<file path="src/rtl/microwave_ctrl.sv">
`default_nettype none
// +--------------------------------------------------------------------------+
// | Module      : microwave_ctrl                                             |
// | Description : Microwave oven sequencing FSM. Loads keypad digits into an |
// |               external min/sec down-counter, runs the magnetron while    |
// |               cooking, handles pause/resume on door or stop, and flags   |
// |               completion with an optional beeper.                        |
// | Optional    : define MICROWAVE_BEEP_EN to build the beep counter;        |
// |               otherwise beep is tied low and no counter exists.          |
// | Ports       : clock, clearn (async active-high reset)                    |
// |               key_valid/key_digit  keypad strobe and BCD digit           |
// |               start, stop, door_closed, timer_zero  control inputs       |
// |               timer_data/timer_loadn/timer_en/timer_clear  timer drive   |
// |               mag_on, done, beep  oven outputs; state  debug encoding    |
// | Revision    : 1.0  initial release                                       |
// +--------------------------------------------------------------------------+
module microwave_ctrl #(
  parameter int unsigned BEEP_CYCLES = 8
) (
  input  logic       clock,
  input  logic       clearn,
  input  logic       key_valid,
  input  logic [3:0] key_digit,
  input  logic       start,
  input  logic       stop,
  input  logic       door_closed,
  input  logic       timer_zero,
  output logic [3:0] timer_data,
  output logic       timer_loadn,
  output logic       timer_en,
  output logic       timer_clear,
  output logic       mag_on,
  output logic       done,
  output logic       beep,
  output logic [2:0] state
);

  typedef enum logic [2:0] {
    ST_IDLE  = 3'd0,
    ST_SET   = 3'd1,
    ST_COOK  = 3'd2,
    ST_PAUSE = 3'd3,
    ST_DONE  = 3'd4
  } state_t;

  if (BEEP_CYCLES < 1 || BEEP_CYCLES > 255) begin : g_beep_cycles_check
    $error("BEEP_CYCLES must be in 1..255");
  end

  state_t     r_state;
  logic [3:0] r_timer_data;
  logic       r_timer_loadn;
  logic       r_timer_clear;

  // Digit is a legal BCD value; state gating is applied inside the FSM.
  logic w_key_ok;
  assign w_key_ok = key_valid && (key_digit <= 4'd9);

  always_ff @(posedge clock or posedge clearn) begin
    if (clearn) begin
      r_state       <= ST_IDLE;
      r_timer_data  <= 4'd0;
      r_timer_loadn <= 1'b1;
      r_timer_clear <= 1'b0;
    end else begin
      // Load and clear are single-cycle pulses unless re-armed below.
      r_timer_loadn <= 1'b1;
      r_timer_clear <= 1'b0;
      case (r_state)
        ST_IDLE: begin
          if (stop) begin
            r_timer_clear <= 1'b1;
          end else if (w_key_ok) begin
            r_timer_data  <= key_digit;
            r_timer_loadn <= 1'b0;
            r_state       <= ST_SET;
          end
        end
        ST_SET: begin
          if (stop) begin
            r_timer_clear <= 1'b1;
            r_state       <= ST_IDLE;
          end else if (start && door_closed && !timer_zero) begin
            r_state <= ST_COOK;
          end else if (w_key_ok) begin
            // A start that could not be honoured does not mask the key.
            r_timer_data  <= key_digit;
            r_timer_loadn <= 1'b0;
          end
        end
        ST_COOK: begin
          if (timer_zero) begin
            r_state <= ST_DONE;
          end else if (!door_closed || stop) begin
            r_state <= ST_PAUSE;
          end
        end
        ST_PAUSE: begin
          if (stop) begin
            r_timer_clear <= 1'b1;
            r_state       <= ST_IDLE;
          end else if (start && door_closed) begin
            r_state <= ST_COOK;
          end
        end
        ST_DONE: begin
          if (stop) begin
            r_timer_clear <= 1'b1;
            r_state       <= ST_IDLE;
          end else if (start || !door_closed) begin
            r_state <= ST_IDLE;
          end
        end
        default: begin
          r_state <= ST_IDLE;
        end
      endcase
    end
  end

  // Decoded straight from the state register so the async reset removes
  // magnetron drive immediately and COOK outputs appear on its first cycle.
  assign timer_en    = (r_state == ST_COOK);
  assign mag_on      = (r_state == ST_COOK);
  assign done        = (r_state == ST_DONE);
  assign timer_data  = r_timer_data;
  assign timer_loadn = r_timer_loadn;
  assign timer_clear = r_timer_clear;
  assign state       = r_state;

`ifdef MICROWAVE_BEEP_EN
  localparam logic [7:0] C_BEEP_LOAD = 8'(BEEP_CYCLES);

  logic [7:0] r_beep_cnt;
  logic       w_enter_done;
  logic       w_leave_done;

  assign w_enter_done = (r_state == ST_COOK) && timer_zero;
  assign w_leave_done = (r_state == ST_DONE) && (stop || start || !door_closed);

  always_ff @(posedge clock or posedge clearn) begin
    if (clearn) begin
      r_beep_cnt <= 8'd0;
    end else if (w_enter_done) begin
      r_beep_cnt <= C_BEEP_LOAD;
    end else if (w_leave_done) begin
      r_beep_cnt <= 8'd0;
    end else if ((r_state == ST_DONE) && (r_beep_cnt != 8'd0)) begin
      r_beep_cnt <= r_beep_cnt - 8'd1;
    end
  end

  assign beep = (r_beep_cnt != 8'd0);
`else
  assign beep = 1'b0;
`endif

endmodule
`default_nettype wire

</file>
<file path="config.mk">
export PLATFORM = sky130hd
export DESIGN_NAME = microwave_ctrl
export DESIGN_NICKNAME = d
export VERILOG_FILES = /design/src/rtl/microwave_ctrl.sv
export SDC_FILE = /design/constraint.sdc
export NUM_CORES = 1
export LEC_CHECK = 0
export BUFFER_PORTS_ARGS = -buffer_cell sky130_fd_sc_hd__clkbuf_2
export CAP_MARGIN = 25
export CORE_UTILIZATION = 30
export DETAILED_ROUTE_END_ITERATION = 10
export RECOVER_POWER = 25
export SLEW_MARGIN = 10
export SYNTH_ARGS = -nofsm -noshare
export SYNTH_HDL_FRONTEND = slang
export SYNTH_SLANG_ARGS = --single-unit
</file>
<file path="constraint.sdc">
create_clock -name clock -period 1.7 [get_ports clock]
set_input_delay 0.34 -clock clock [delete_from_list [all_inputs] [get_ports clock]]
set_output_delay 0.34 -clock clock [all_outputs]
set_load 0.05 [all_outputs]
</file>
### Word-level counts from Yosys, hierarchy flattened

Cells that the tools add are included.

| word-level totals | value |
|---|---|
| logic and storage cells | 52 |
| flip-flop bits (word level) | 9 |
| input bits | 11 |
| output and inout port bits | 13 |

| cells by class | value |
|---|---|
| eq/ne operators | 12 |
| order comparisons | 1 |
| mux-type cells | 23 |
| reductions and logical operators | 12 |

Operators by type and width:

| cell | count |
|---|---|
| two-way mux 3 bit | 10 |
| two-way mux 4 bit | 4 |
| one-hot mux 3 bit (5 select lines) | 1 |
| inequality test 2 bit (second input constant) | 4 |
| one-hot mux 4 bit (2 select lines) | 1 |
| equality test 3 x 2 -> 1 bit (second input constant) | 2 |
| two-way mux 1 bit | 6 |
| inequality test 3 x 2 -> 1 bit (second input constant) | 2 |
| inequality test 3 bit (second input constant) | 2 |
| AND reduction 6 bit | 1 |
| less-or-equal comparator 4 bit (second input constant) | 1 |
| AND reduction 4 bit | 1 |
| OR reduction 4 bit | 1 |
| equality test 3 x 1 -> 1 bit (second input constant) | 1 |
| equality test 3 bit (second input constant) | 1 |
| logical AND 1 bit | 3 |
| zero test 3 bit | 1 |
| zero test 1 bit | 2 |
| logical OR 1 bit | 2 |
| one-hot mux 1 bit (2 select lines) | 1 |
| nonzero test 2 bit | 1 |

### Depth between registers and ports, before layout

Gate-level depths: netlist of the first run.

| logic depth | value |
|---|---|
| depth in word-level cells | 6 |
| depth in mapped cells | 6 |
| gate-level depth less buffers | 4 |

### Worst setup path before layout of the first run

Ideal clock, no wire load.

| path | value |
|---|---|
| path type | reg2out |
| start point | register r_state[0], in the netlist state[0] |
| end point | output port done |
| buffers on the path | 1 |
| stages on the path, launching flop included | 3 |
| path slack | -664 ps |
| data arrival time | 2024 ps |
| required time | 1360 ps |
| cell sequence | dfrtp_1 > clkbuf_1 > nor3b_1 |

| on the way | value |
|---|---|
| longest elaborated chain between the ends | 1 |

RTL lines:

| what | RTL line | text |
|---|---|---|
| from (decl) | 50 | `state_t r_state;` |
| from (signal assigned) | 61 | `r_state <= ST_IDLE;` |
| from (signal assigned) | 76 | `r_state <= ST_SET;` |
| from (signal assigned) | 82 | `r_state <= ST_IDLE;` |
| equality test 3 bit | 125 | `assign done = (r_state == ST_DONE);` |
| to (decl) | 33 | `output logic done,` |

No other way between the ends.

### Worst setup path in the final report of the first run

| path | value |
|---|---|
| start point | register r_state[1], in the netlist state[1] |
| end point | output port timer_en |

| on the way | value |
|---|---|
| longest elaborated chain between the ends | 1 |

RTL lines:

| what | RTL line | text |
|---|---|---|
| equality test 3 x 2 -> 1 bit | 123 | `assign timer_en = (r_state == ST_COOK);` |
| to (decl) | 30 | `output logic timer_en,` |

No other way between the ends.

==> results of run 1 <==
-- worst max-delay path, cell delays in order (launching register included) --
cell and delay (ps):
sky130_fd_sc_hd__dfrtp_2 410, sky130_fd_sc_hd__buf_4 160, sky130_fd_sc_hd__nor2b_2 150, sky130_fd_sc_hd__and2b_4 160
sky130_fd_sc_hd__buf_4 180
-- synth_stat cells, drive strengths merged --
cell	count	area share [%]
dfrtp	8	39
and2	1	1.2
nor3b	4	5.9
nor2b	1	1.2
dfstp	1	5.1
a21oi	1	0.98
conb	1	0.73
or4	1	1.5
a21boi	1	1.5
nand2	2	1.5
buf	4	6.6
mux2	5	14
a31oi	1	1.2
a211oi	2	2.9
inv	2	1.5
nor4b	1	1.7
clkbuf	1	0.73
o21ai	1	0.98
nor2	2	2.0
or4b	1	2.0
nand4b	1	1.7
and2b	1	1.5
o21a	1	1.5
o31ai	1	1.5
nand3b	1	1.5
-- stage by stage --
step,power (mW),hold WS (ps),area [sq um],TNS (ps),instances
5_1_grt,1.028,34.66,711.9,-50.98,91
6_report,0.9628,12.17,711.9,0,91
4_1_cts,0.9722,16.48,705.7,-54.26,91
3_5_place_dp,0.7985,302.0,674.4,-245.1,87
3_3_place_gp,0.7950,307.2,674.4,-142.3,87
2_1_floorplan,0.6795,167.0,530.5,-593.9,46
-- cell usage in the layout (no fill, tap or decap) --
cell type / instances
sky130_fd_sc_hd__or4b_4: 1
sky130_fd_sc_hd__nor2_1: 1
sky130_fd_sc_hd__buf_2: 1
sky130_fd_sc_hd__nor2_2: 1
sky130_fd_sc_hd__nand4b_1: 1
sky130_fd_sc_hd__nor3b_2: 1
sky130_fd_sc_hd__a21oi_1: 1
sky130_fd_sc_hd__and2_1: 1
sky130_fd_sc_hd__nor4b_1: 1
sky130_fd_sc_hd__clkbuf_1: 1
sky130_fd_sc_hd__mux2_2: 1
sky130_fd_sc_hd__dfrtp_1: 5
sky130_fd_sc_hd__clkbuf_4: 3
sky130_fd_sc_hd__o31ai_1: 1
sky130_fd_sc_hd__nor3b_1: 3
sky130_fd_sc_hd__dfstp_2: 1
sky130_fd_sc_hd__nor2b_2: 1
sky130_fd_sc_hd__o21a_1: 1
sky130_fd_sc_hd__nand2_1: 2
sky130_fd_sc_hd__a21boi_0: 1
sky130_fd_sc_hd__buf_4: 10
sky130_fd_sc_hd__and2b_4: 1
sky130_fd_sc_hd__o21ai_0: 1
sky130_fd_sc_hd__nand3b_1: 1
sky130_fd_sc_hd__clkbuf_2: 19
sky130_fd_sc_hd__conb_1: 1
sky130_fd_sc_hd__dfrtp_2: 3
sky130_fd_sc_hd__a31oi_1: 1
sky130_fd_sc_hd__or4_1: 1
sky130_fd_sc_hd__mux2_4: 4
sky130_fd_sc_hd__inv_1: 2
sky130_fd_sc_hd__a211oi_1: 2
-- worst min-delay path by stage --
stage / slack [ps] / cells past startpoint / to / startpoint
final: 10 / 2 / timer_data[2]$_DFFE_PP0P_ / clearn
after detailed placement: 300 / 2 / timer_clear$_DFF_PP0_ / clearn
after global placement: 310 / 2 / timer_clear$_DFF_PP0_ / clearn
after CTS: 20 / 2 / timer_data[2]$_DFFE_PP0P_ / clearn
after floorplan: 170 / 1 / timer_clear$_DFF_PP0_ / clearn
after global routing: 30 / 2 / timer_data[2]$_DFFE_PP0P_ / clearn
-- metal layers --
metal | global-route usage [%] | wire length [um] | vias to the layer above
li1 | - | - | 222
met1 | 16.27 | 476 | 207
met2 | 18.51 | 492 | 14
met3 | 6.383 | 53 | 0
met4 | 3.636 | 0 | 0
met5 | 0 | 0 | -
-- sequential cells by signal, summed over array words and instances, names as in the netlist --
signal       flops
state            3
timer_clear      1
timer_data       4
timer_loadn      1
-- power groups by stage --
stage	registers, mW	clock network [mW]	logic, mW
3_3_place_gp	0.300	0	0.495
5_1_grt	0.303	0.186	0.539
4_1_cts	0.296	0.173	0.503
6_report	0.295	0.162	0.505
3_5_place_dp	0.299	0	0.500
2_1_floorplan	0.487	0	0.193
-- final cells by class --
type | instances | area (sq um)
well taps | 16 | 20.02
clock buffers | 4 | 26.28
repair buffers | 30 | 175.2
multi-input cells | 30 | 252.7
inverters | 2 | 7.507
flip-flops and latches | 9 | 230.2
fillers | 149 | 829.5
-- logic make-up (layout without fill, tap and decap cells) --
logic type	Yosys count	count (layout)	synth area share, %
compound gates	8	8	10.54
buf+inv	7	36	8.823
simple gates	16	16	21.57
flops	9	9	44.36
other cells	1	1	0.7346
mux	5	5	13.97
==> impl_results.rst, run 1 <==
.. list-table::
   :header-rows: 1

   * - Metric
     - Value
   * - Run status
     - finished clean
   * - Post-CTS Resized
     - 2
   * - Total iterations of the first detailed-routing run
     - 4
   * - DRC violation count after routing
     - 0
   * - Required time reported for the critical path endpoint
     - around 1400 ps
   * - Synth Cell Area
     - about 510 sq um
   * - Clock share of power
     - between 15 and 20%
   * - Category of the worst setup path capture point
     - primary output
   * - Peak ir drop on the vdd network
     - 508.2 uV
   * - Number of synthesis warnings
     - 0
   * - Clock tree from TritonCTS
     - yes
   * - Hold Buf Count CTS
     - 0
   * - Initial Utilization
     - between 30% and 40%
   * - Internal power of the cells
     - 0.5340 mW
   * - Part of the power in combinational logic
     - between 50% and 60%
   * - Routability Congestion
     - around 0.8
   * - CP Class
     - flip-flop to primary output
   * - Clock net sink count
     - 9
   * - Number of different library cells in the post-synthesis netlist
     - 28
   * - Switching power share of the total
     - around 45%
   * - Register-to-register setup slack
     - 120 ps
   * - Sequential share of power
     - 30.7%
   * - Worst slack, placed
     - -65.59 ps
   * - Worst reg2reg path endpoint
     - timer_data[1]$_DFFE_PP0P_
   * - Syn Inst Count
     - between 40 and 50
   * - GR Overflow Total
     - 0
   * - Setup-failing EPs final
     - 0
   * - Global-route wire length before repair
     - about 1.7 mm
   * - H-tree depth
     - 1
   * - Highest achievable clock rate
     - between 600 and 700 MHz
   * - # IOs
     - 24
   * - Maximum number of pins on one net before global-route repair
     - 14
   * - Mean Syn Cell Area
     - approximately 11 sq um
   * - Net load switching power
     - around 0.43 mW
   * - Post-CTS Setup Inserts
     - 0
   * - Routed length per placed instance
     - about 11 um
   * - DRT iter0 DRCs
     - 9
   * - Smallest setup slack after layout
     - 47.97 ps
   * - Half-perimeter wire length after placement
     - around 780 um
   * - Hold Fails Final Rpt
     - 0
   * - Clock latency reported for the late side of the worst-skew pair
     - ~260 ps
   * - P per Cell Area
     - approximately 1400 mW/mm^2
   * - Min-Delay Path Class
     - input port to asynchronous set/reset pin
   * - Shortest period the worst path allows
     - between 1500 and 2000 ps
   * - Number of synthesized register bits
     - 9
   * - End point of the critical path
     - timer_en
   * - Number of buffers inserted during clock tree synthesis
     - 3
   * - Routed Wire Length
     - 1.022 mm
   * - Vias in the first global route
     - roughly 400
   * - Post-Route Utilization
     - 46.19%
   * - Die span in x
     - approximately 43 um
   * - Critical register-to-register path startpoint
     - state[1]$_DFFE_PP0P_
   * - Launching element of the worst setup path
     - state[1]$_DFFE_PP0P_
   * - Final setup skew
     - between 8 and 9 ps
   * - Register area share after synthesis
     - roughly 44%
   * - Full die area
     - approximately 0.0019 sq mm
   * - Number of routed nets with antenna violations
     - 0
   * - Maximum number of buffers from clock root to sink
     - 2
   * - Data arrival at the endpoint of the critical path
     - approximately 1300 ps
   * - Floorplan row count
     - 14
   * - Critical Path Start Type
     - flip-flop
   * - Fraction of layout cells with a size suffix above 1
     - 62.67%
   * - ANT cells
     - 0
   * - Final slew viol count
     - 0
   * - Via Count
     - 443
   * - Clock tree root driver cell
     - sky130_fd_sc_hd__clkbuf_4
   * - Clock input transition at the sequential cells of the worst setup and hold paths
     - ~70 ps
   * - Core box area
     - 0.001541 sq mm
   * - Synth-to-layout area growth
     - 39.46%
   * - Unrepaired setup endpoints after global routing
     - yes
   * - Buffers on Ports
     - 22
   * - Final worst path period share
     - between 90% and 100%
   * - Cell leakage power
     - roughly 0.36 nW
   * - Global router's overall resource usage
     - 12.65%
   * - Crit Path Max Fanout
     - 8
   * - Chip height
     - 43.25 um
   * - Initial antenna violation count
     - 0
   * - Fin nets
     - between 80 and 90
   * - Average via count per standard cell
     - between 4 and 5
   * - Depth of the worst register-to-register path
     - 4
   * - Nets in the synthesized netlist
     - between 50 and 60
   * - Max-Cap Viols
     - 0
No activity file was read; power rests on OpenSTA's default activity.
==> inputs of run 2 (changes only) <==
--- a/config.mk
+++ b/config.mk
@@ -9,6 +9,7 @@
 export CAP_MARGIN = 25
 export CORE_UTILIZATION = 30
 export DETAILED_ROUTE_END_ITERATION = 10
+export PLACE_DENSITY = 0.57
 export RECOVER_POWER = 25
 export SLEW_MARGIN = 10
 export SYNTH_ARGS = -nofsm -noshare
==> impl_results.rst, run 2 (synthesis results as in run 1) <==
.. list-table::
   :header-rows: 1

   * - Metric
     - Value
   * - Cell leakage power
     - between 0.3 and 0.4 nW
   * - Most common library cell in the layout ignoring fill and taps
     - sky130_fd_sc_hd__clkbuf_2
   * - H-tree depth
     - 1
   * - Required time reported for the critical path endpoint
     - 1360 ps
   * - # IOs
     - 24
   * - Chip height
     - 43.25 um
   * - Final slew viol count
     - 0
   * - Unrepaired setup endpoints after global routing
     - yes
   * - Shortest period the worst path allows
     - about 1700 ps
   * - Max FFs per register
     - 4
   * - Initial antenna violation count
     - 0
   * - Critical Path Start Type
     - flip-flop
   * - Minimum hold slack
     - around 8.9 ps
   * - Number of buffers inserted during clock tree synthesis
     - 3
   * - Post-CTS Setup Inserts
     - 0
   * - Switching power share of the total
     - between 40% and 50%
   * - Min-Delay Path Class
     - input port to asynchronous set/reset pin
   * - GR Overflow Total
     - 0
   * - Global router's overall resource usage
     - 11.93%
   * - Fin nets
     - ~90
   * - Setup-failing EPs final
     - 0
   * - Most frequent cells in the layout
     - sky130_fd_sc_hd__clkbuf_2, sky130_fd_sc_hd__buf_4, sky130_fd_sc_hd__dfrtp_1, sky130_fd_sc_hd__mux2_4
   * - Die span in x
     - 43.25 um
   * - Final setup skew
     - around 12 ps
   * - Clock tree from TritonCTS
     - yes
   * - Routed length per placed instance
     - around 11 um
   * - Worst slack, placed
     - -62.13 ps
   * - Depth of the worst register-to-register path
     - 4
   * - Cell mode on critical path
     - sky130_fd_sc_hd__buf_4
   * - Floorplan row count
     - 14
   * - Category of the worst setup path capture point
     - primary output
   * - Count of fill cells added during filler insertion
     - 161
   * - Buffers on Ports
     - 22
   * - Total chip power
     - 0.9630 mW
   * - Final worst path period share
     - between 90% and 100%
   * - ANT cells
     - 0
   * - Vias in the first global route
     - approximately 400
   * - Instance area at placement
     - roughly 700 sq um
   * - Hold Fails Final Rpt
     - 0
   * - Critical-path cell list
     - buf_4 > nor2b_2 > and2b_4 > buf_4
   * - Routability Congestion
     - roughly 0.74
   * - Fraction of layout cells with a size suffix above 1
     - around 63%
   * - Net load switching power
     - ~0.43 mW
   * - CP Class
     - flip-flop to primary output
   * - Routed Wire Length
     - between 1 and 1.5 mm
   * - Sequential standard cell area
     - about 230 sq um
   * - Crit Path Max Fanout
     - 8
   * - Via Count
     - approximately 430
   * - Maximum number of pins on one net before global-route repair
     - 14
   * - Core box area
     - 0.001541 sq mm
   * - Part of the power in combinational logic
     - a little over half
   * - Highest achievable clock rate
     - a little over 600 MHz
   * - Global-route wire length before repair
     - ~1.6 mm
   * - Total iterations of the first detailed-routing run
     - 2
   * - Smallest setup slack after layout
     - 44.16 ps
   * - Max-Cap Viols
     - 0
   * - Half-perimeter wire length after placement
     - 814.6 um
   * - Average via count per standard cell
     - ~4.7
   * - Data arrival at the endpoint of the critical path
     - 1320 ps
   * - Stage delay of the slowest cell on the critical path
     - approximately 400 ps
   * - Post-Route Utilization
     - a little under half
   * - Clock latency reported for the late side of the worst-skew pair
     - 260 ps
   * - Synth-to-layout area growth
     - 40.93%
   * - Peak ir drop on the vdd network
     - between 600 and 700 uV
   * - Clock net sink count
     - 9
   * - DRC violation count after routing
     - 0
   * - Sequential share of power
     - slightly above 30%
   * - Clock tree root driver cell
     - sky130_fd_sc_hd__clkbuf_4
   * - Cell with the largest stage delay on the worst path
     - sky130_fd_sc_hd__dfrtp_2
   * - Final design instance area without fill
     - a little over 700 sq um
   * - DRT iter0 DRCs
     - 7
   * - Initial Utilization
     - between 30 and 40%
   * - Clock share of power
     - between 10% and 20%
   * - Number of routed nets with antenna violations
     - 0
   * - Full die area
     - around 0.0019 sq mm
   * - Maximum number of buffers from clock root to sink
     - 2
   * - Multi-input gate area
     - between 200 and 300 sq um
   * - Clock input transition at the sequential cells of the worst setup and hold paths
     - approximately 70 ps
   * - Run status
     - finished clean
   * - Internal power of the cells
     - between 0.5 and 0.6 mW
   * - P per Cell Area
     - around 1300 mW/mm^2
run 2: cell types whose count changed in the layout (fill, tap and decap cells not counted):
cell                       before  now
sky130_fd_sc_hd__buf_4         10   11
sky130_fd_sc_hd__clkbuf_2      19   20
sky130_fd_sc_hd__buf_2          1    0
run 2: cell type report:
type	count	share of cell area (%)
multi-input combinational	30	35.13
inverter	2	1.043
clock buffer	4	3.652
tap	16	2.783
timing repair buffer	31	25.39
sequential	9	32.00
run 2: layer usage:
metal / part of all wire, % / global-route usage (%)
met5: 0 / 0
met4: 0 / 5.455
met3: 2.5 / 3.830
met2: 47 / 16.72
met1: 50 / 16.53
run 2: final timing paths:
kind                                      startpoint                         to  slack (ps)
max in group asynchronous                     clearn      timer_loadn$_DFF_PP1_        1380
hold / removal                                clearn  timer_data[2]$_DFFE_PP0P_           9
setup reg to reg                state[1]$_DFFE_PP0P_  timer_data[0]$_DFFE_PP0P_         100
setup / recovery                state[1]$_DFFE_PP0P_                     mag_on          40
hold reg to reg            timer_data[2]$_DFFE_PP0P_  timer_data[2]$_DFFE_PP0P_         510
min in group clock                      key_digit[0]  timer_data[0]$_DFFE_PP0P_         330
run 2: power by group through the flow:
| stage | clock network [mW] | registers [mW] | logic (mW) |
|---|---|---|---|
| after global routing | 0.174 | 0.300 | 0.537 |
| after global placement | 0 | 0.301 | 0.498 |
| after CTS | 0.165 | 0.296 | 0.503 |
| final | 0.161 | 0.294 | 0.508 |
| after detailed placement | 0 | 0.299 | 0.499 |
| after floorplan | 0 | 0.487 | 0.193 |
run 2: what timing repair did:
item,CTS,global route
endpoints found under the setup margin,2,6
resized for setup,2,4
hold buffers,0,0
run 2: worst max-delay path: cells and delay by family, from the launching register on:
| family | cells | cell delay, ps |
|---|---|---|
| DFF | 1 | 400 |
| buffers and inverters | 2 | 340 |
| and+or+nand+nor | 2 | 320 |
run 2: stage by stage:
| stage | setup TNS, ps | instances |
|---|---|---|
| CTS | -48.12 | 92 |
| global route | -0.07450 | 92 |
| global placement | -179.2 | 88 |
| detailed placement | -233.5 | 88 |
| finish | 0 | 92 |
| floorplan | -593.9 | 46 |
==> inputs of run 3 (changes only) <==
--- a/config.mk
+++ b/config.mk
@@ -7,9 +7,11 @@
 export LEC_CHECK = 0
 export BUFFER_PORTS_ARGS = -buffer_cell sky130_fd_sc_hd__clkbuf_2
 export CAP_MARGIN = 25
-export CORE_UTILIZATION = 30
+export CELL_PAD_IN_SITES_DETAIL_PLACEMENT = 1
+export CELL_PAD_IN_SITES_GLOBAL_PLACEMENT = 2
+export CORE_UTILIZATION = 23
 export DETAILED_ROUTE_END_ITERATION = 10
-export PLACE_DENSITY = 0.57
+export PLACE_DENSITY = 0.7
 export RECOVER_POWER = 25
 export SLEW_MARGIN = 10
 export SYNTH_ARGS = -nofsm -noshare
==> impl_results.rst, run 3 (synthesis results as in run 1) <==
.. list-table::
   :header-rows: 1

   * - Metric
     - Value
   * - Max FFs per register
     - 4
   * - Routability Congestion
     - between 0.6 and 0.7
   * - Category of the worst setup path capture point
     - primary output
   * - Number of routed nets with antenna violations
     - 0
   * - Most common library cell in the layout ignoring fill and taps
     - sky130_fd_sc_hd__clkbuf_2
   * - Global router's overall resource usage
     - about an eighth
   * - Clock tree from TritonCTS
     - yes
   * - Chip height
     - 49.11 um
   * - Multi-input gate area
     - 257.7 sq um
   * - Post-Route Utilization
     - 37.19%
   * - H-tree depth
     - 1
   * - Maximum number of buffers from clock root to sink
     - 2
   * - Cell with the largest stage delay on the worst path
     - sky130_fd_sc_hd__dfrtp_2
   * - Fin nets
     - 87
   * - Max-Cap Viols
     - 0
   * - Count of fill cells added during filler insertion
     - around 240
   * - Average via count per standard cell
     - 4.500
   * - Hold Fails Final Rpt
     - 0
   * - Run status
     - finished clean
   * - Global-route wire length before repair
     - between 2 and 2.5 mm
   * - Sequential standard cell area
     - about 230 sq um
   * - Final setup skew
     - approximately 10 ps
   * - Number of buffers inserted during clock tree synthesis
     - 3
   * - CP Class
     - flip-flop to primary output
   * - Cell leakage power
     - roughly 0.36 nW
   * - Internal power of the cells
     - between 0.5 and 0.6 mW
   * - Maximum number of pins on one net before global-route repair
     - 14
   * - Setup-failing EPs final
     - 0
   * - Synth-to-layout area growth
     - 47.30%
   * - Core box area
     - between 0.002 and 0.0025 sq mm
   * - Register-to-register setup slack
     - 100 ps
   * - Required time reported for the critical path endpoint
     - around 1400 ps
   * - Crit Path Max Fanout
     - 8
   * - Initial Utilization
     - 25.25%
   * - Full die area
     - between 0.002 and 0.0025 sq mm
   * - DRC violation count after routing
     - 0
   * - Total iterations of the first detailed-routing run
     - 4
   * - Family with the most delay on the worst path
     - flip-flops
   * - Shortest period the worst path allows
     - approximately 1600 ps
   * - Clock share of power
     - between 15 and 20%
   * - Part of the power in combinational logic
     - between 50% and 60%
   * - Switching power share of the total
     - between 40% and 50%
   * - Peak ir drop on the vdd network
     - between 400 and 500 uV
   * - GR Overflow Total
     - 0
   * - Final slew viol count
     - 0
   * - Stage delay of the slowest cell on the critical path
     - 410 ps
   * - Routed Wire Length
     - 1.340 mm
   * - Buffers on Ports
     - 22
   * - Critical Path Start Type
     - flip-flop
   * - Unrepaired setup endpoints after global routing
     - no
   * - Total chip power
     - 1.010 mW
   * - Initial antenna violation count
     - 0
   * - Sequential share of power
     - between 20 and 30%
   * - Fraction of layout cells with a size suffix above 1
     - a little over three fifths
   * - Clock input transition at the sequential cells of the worst setup and hold paths
     - about 70 ps
   * - Highest achievable clock rate
     - 615.0 MHz
   * - P per Cell Area
     - between 1000 and 1500 mW/mm^2
   * - Min-Delay Path Class
     - input port to asynchronous set/reset pin
   * - Number of buffer and inverter stages on the critical path
     - 2
   * - Net load switching power
     - around 0.46 mW
   * - Clock tree root driver cell
     - sky130_fd_sc_hd__clkbuf_4
   * - Vias in the first global route
     - 477
   * - Die span in x
     - slightly below 50 um
   * - # IOs
     - 24
   * - Minimum hold slack
     - approximately 6.5 ps
   * - DRT iter0 DRCs
     - 2
   * - Data arrival at the endpoint of the critical path
     - 1290 ps
   * - Most frequent cells in the layout
     - sky130_fd_sc_hd__clkbuf_2, sky130_fd_sc_hd__buf_4, sky130_fd_sc_hd__dfrtp_1, sky130_fd_sc_hd__mux2_4, sky130_fd_sc_hd__clkbuf_4
   * - Half-perimeter wire length after placement
     - ~1.0 mm
   * - ANT cells
     - 0
   * - Floorplan row count
     - 16
   * - Clock net sink count
     - 9
   * - Post-CTS Setup Inserts
     - 0
   * - Via Count
     - roughly 460
   * - Clock latency reported for the late side of the worst-skew pair
     - around 270 ps
   * - Critical-path cell list
     - buf_4 > nor2b_4 > and2b_4 > buf_8
   * - Routed length per placed instance
     - 13.14 um
   * - Final worst path period share
     - a little over nine tenths
run 3: changes by cell type in the layout (fill, tap and decap cells not counted):
| cell | change |
|---|---|
| sky130_fd_sc_hd__clkbuf_2 | -1 |
| sky130_fd_sc_hd__buf_6 | +1 |
| sky130_fd_sc_hd__nor2b_4 | +1 |
| sky130_fd_sc_hd__buf_8 | +2 |
| sky130_fd_sc_hd__nor2b_2 | -1 |
| sky130_fd_sc_hd__clkbuf_4 | +1 |
| sky130_fd_sc_hd__buf_4 | -4 |
run 3: area by class of cell:
type / count / area share (%)
tap: 27 / 4.493
timing repair buffer: 30 / 26.12
sequential: 9 / 30.62
clock buffer: 4 / 3.494
multi-input combinational: 30 / 34.28
inverter: 2 / 0.9983
run 3: timing repair:
item / CTS / global route
hold buffers: 0 / 0
resized for setup: 6 / 6
gates cloned: 0 / 0
endpoints found under the setup margin: 4 / 3
run 3: per-layer routing:
metal	wire (um)	vias to the layer above	part of all wire [%]	global-route usage (%)
met5	0	-	0	0
met4	32	0	2.4	8.824
met3	50	4	3.7	2.804
met2	689	16	51	21.46
li1	-	218	-	-
met1	568	221	42	15.77
run 3: worst reg2reg max path, delay by kind of cell, from the launching register on:
kind,cells,cell delay (ps)
flip-flops,1,410
multiplexers,1,320
AND/OR/NAND/NOR,3,750
run 3: per-stage QoR:
step / TNS [ps] / cells / setup WS (ps) / cell area [sq um]
after global routing: 0 / 102 / 24.11 / 752.0
after detailed placement: -261.8 / 98 / -72.72 / 688.2
after CTS: 0 / 102 / 15.18 / 738.2
after global placement: -146.9 / 98 / -44.77 / 688.2
final: 0 / 102 / 74.09 / 752.0
after floorplan: -593.9 / 46 / -135.9 / 530.5
run 3: power groups by stage:
| stage | sequential, mW | combinational (mW) | clock (mW) |
|---|---|---|---|
| 2_1_floorplan | 0.487 | 0.193 | 0 |
| 5_1_grt | 0.308 | 0.567 | 0.196 |
| 3_3_place_gp | 0.300 | 0.502 | 0 |
| 4_1_cts | 0.298 | 0.522 | 0.182 |
| 6_report | 0.299 | 0.536 | 0.174 |
| 3_5_place_dp | 0.303 | 0.508 | 0 |
run 3: worst paths after layout:
path                                              to                      start  depth (start not counted)
setup / recovery                              mag_on       state[1]$_DFFE_PP0P_                          4
hold / removal                  state[2]$_DFFE_PP0P_                     clearn                          2
setup reg to reg           timer_data[2]$_DFFE_PP0P_       state[1]$_DFFE_PP0P_                          4
hold reg to reg            timer_data[0]$_DFFE_PP0P_  timer_data[0]$_DFFE_PP0P_                          1
max in group asynchronous      timer_loadn$_DFF_PP1_                     clearn                          2
min in group clock         timer_data[0]$_DFFE_PP0P_               key_digit[0]                          2
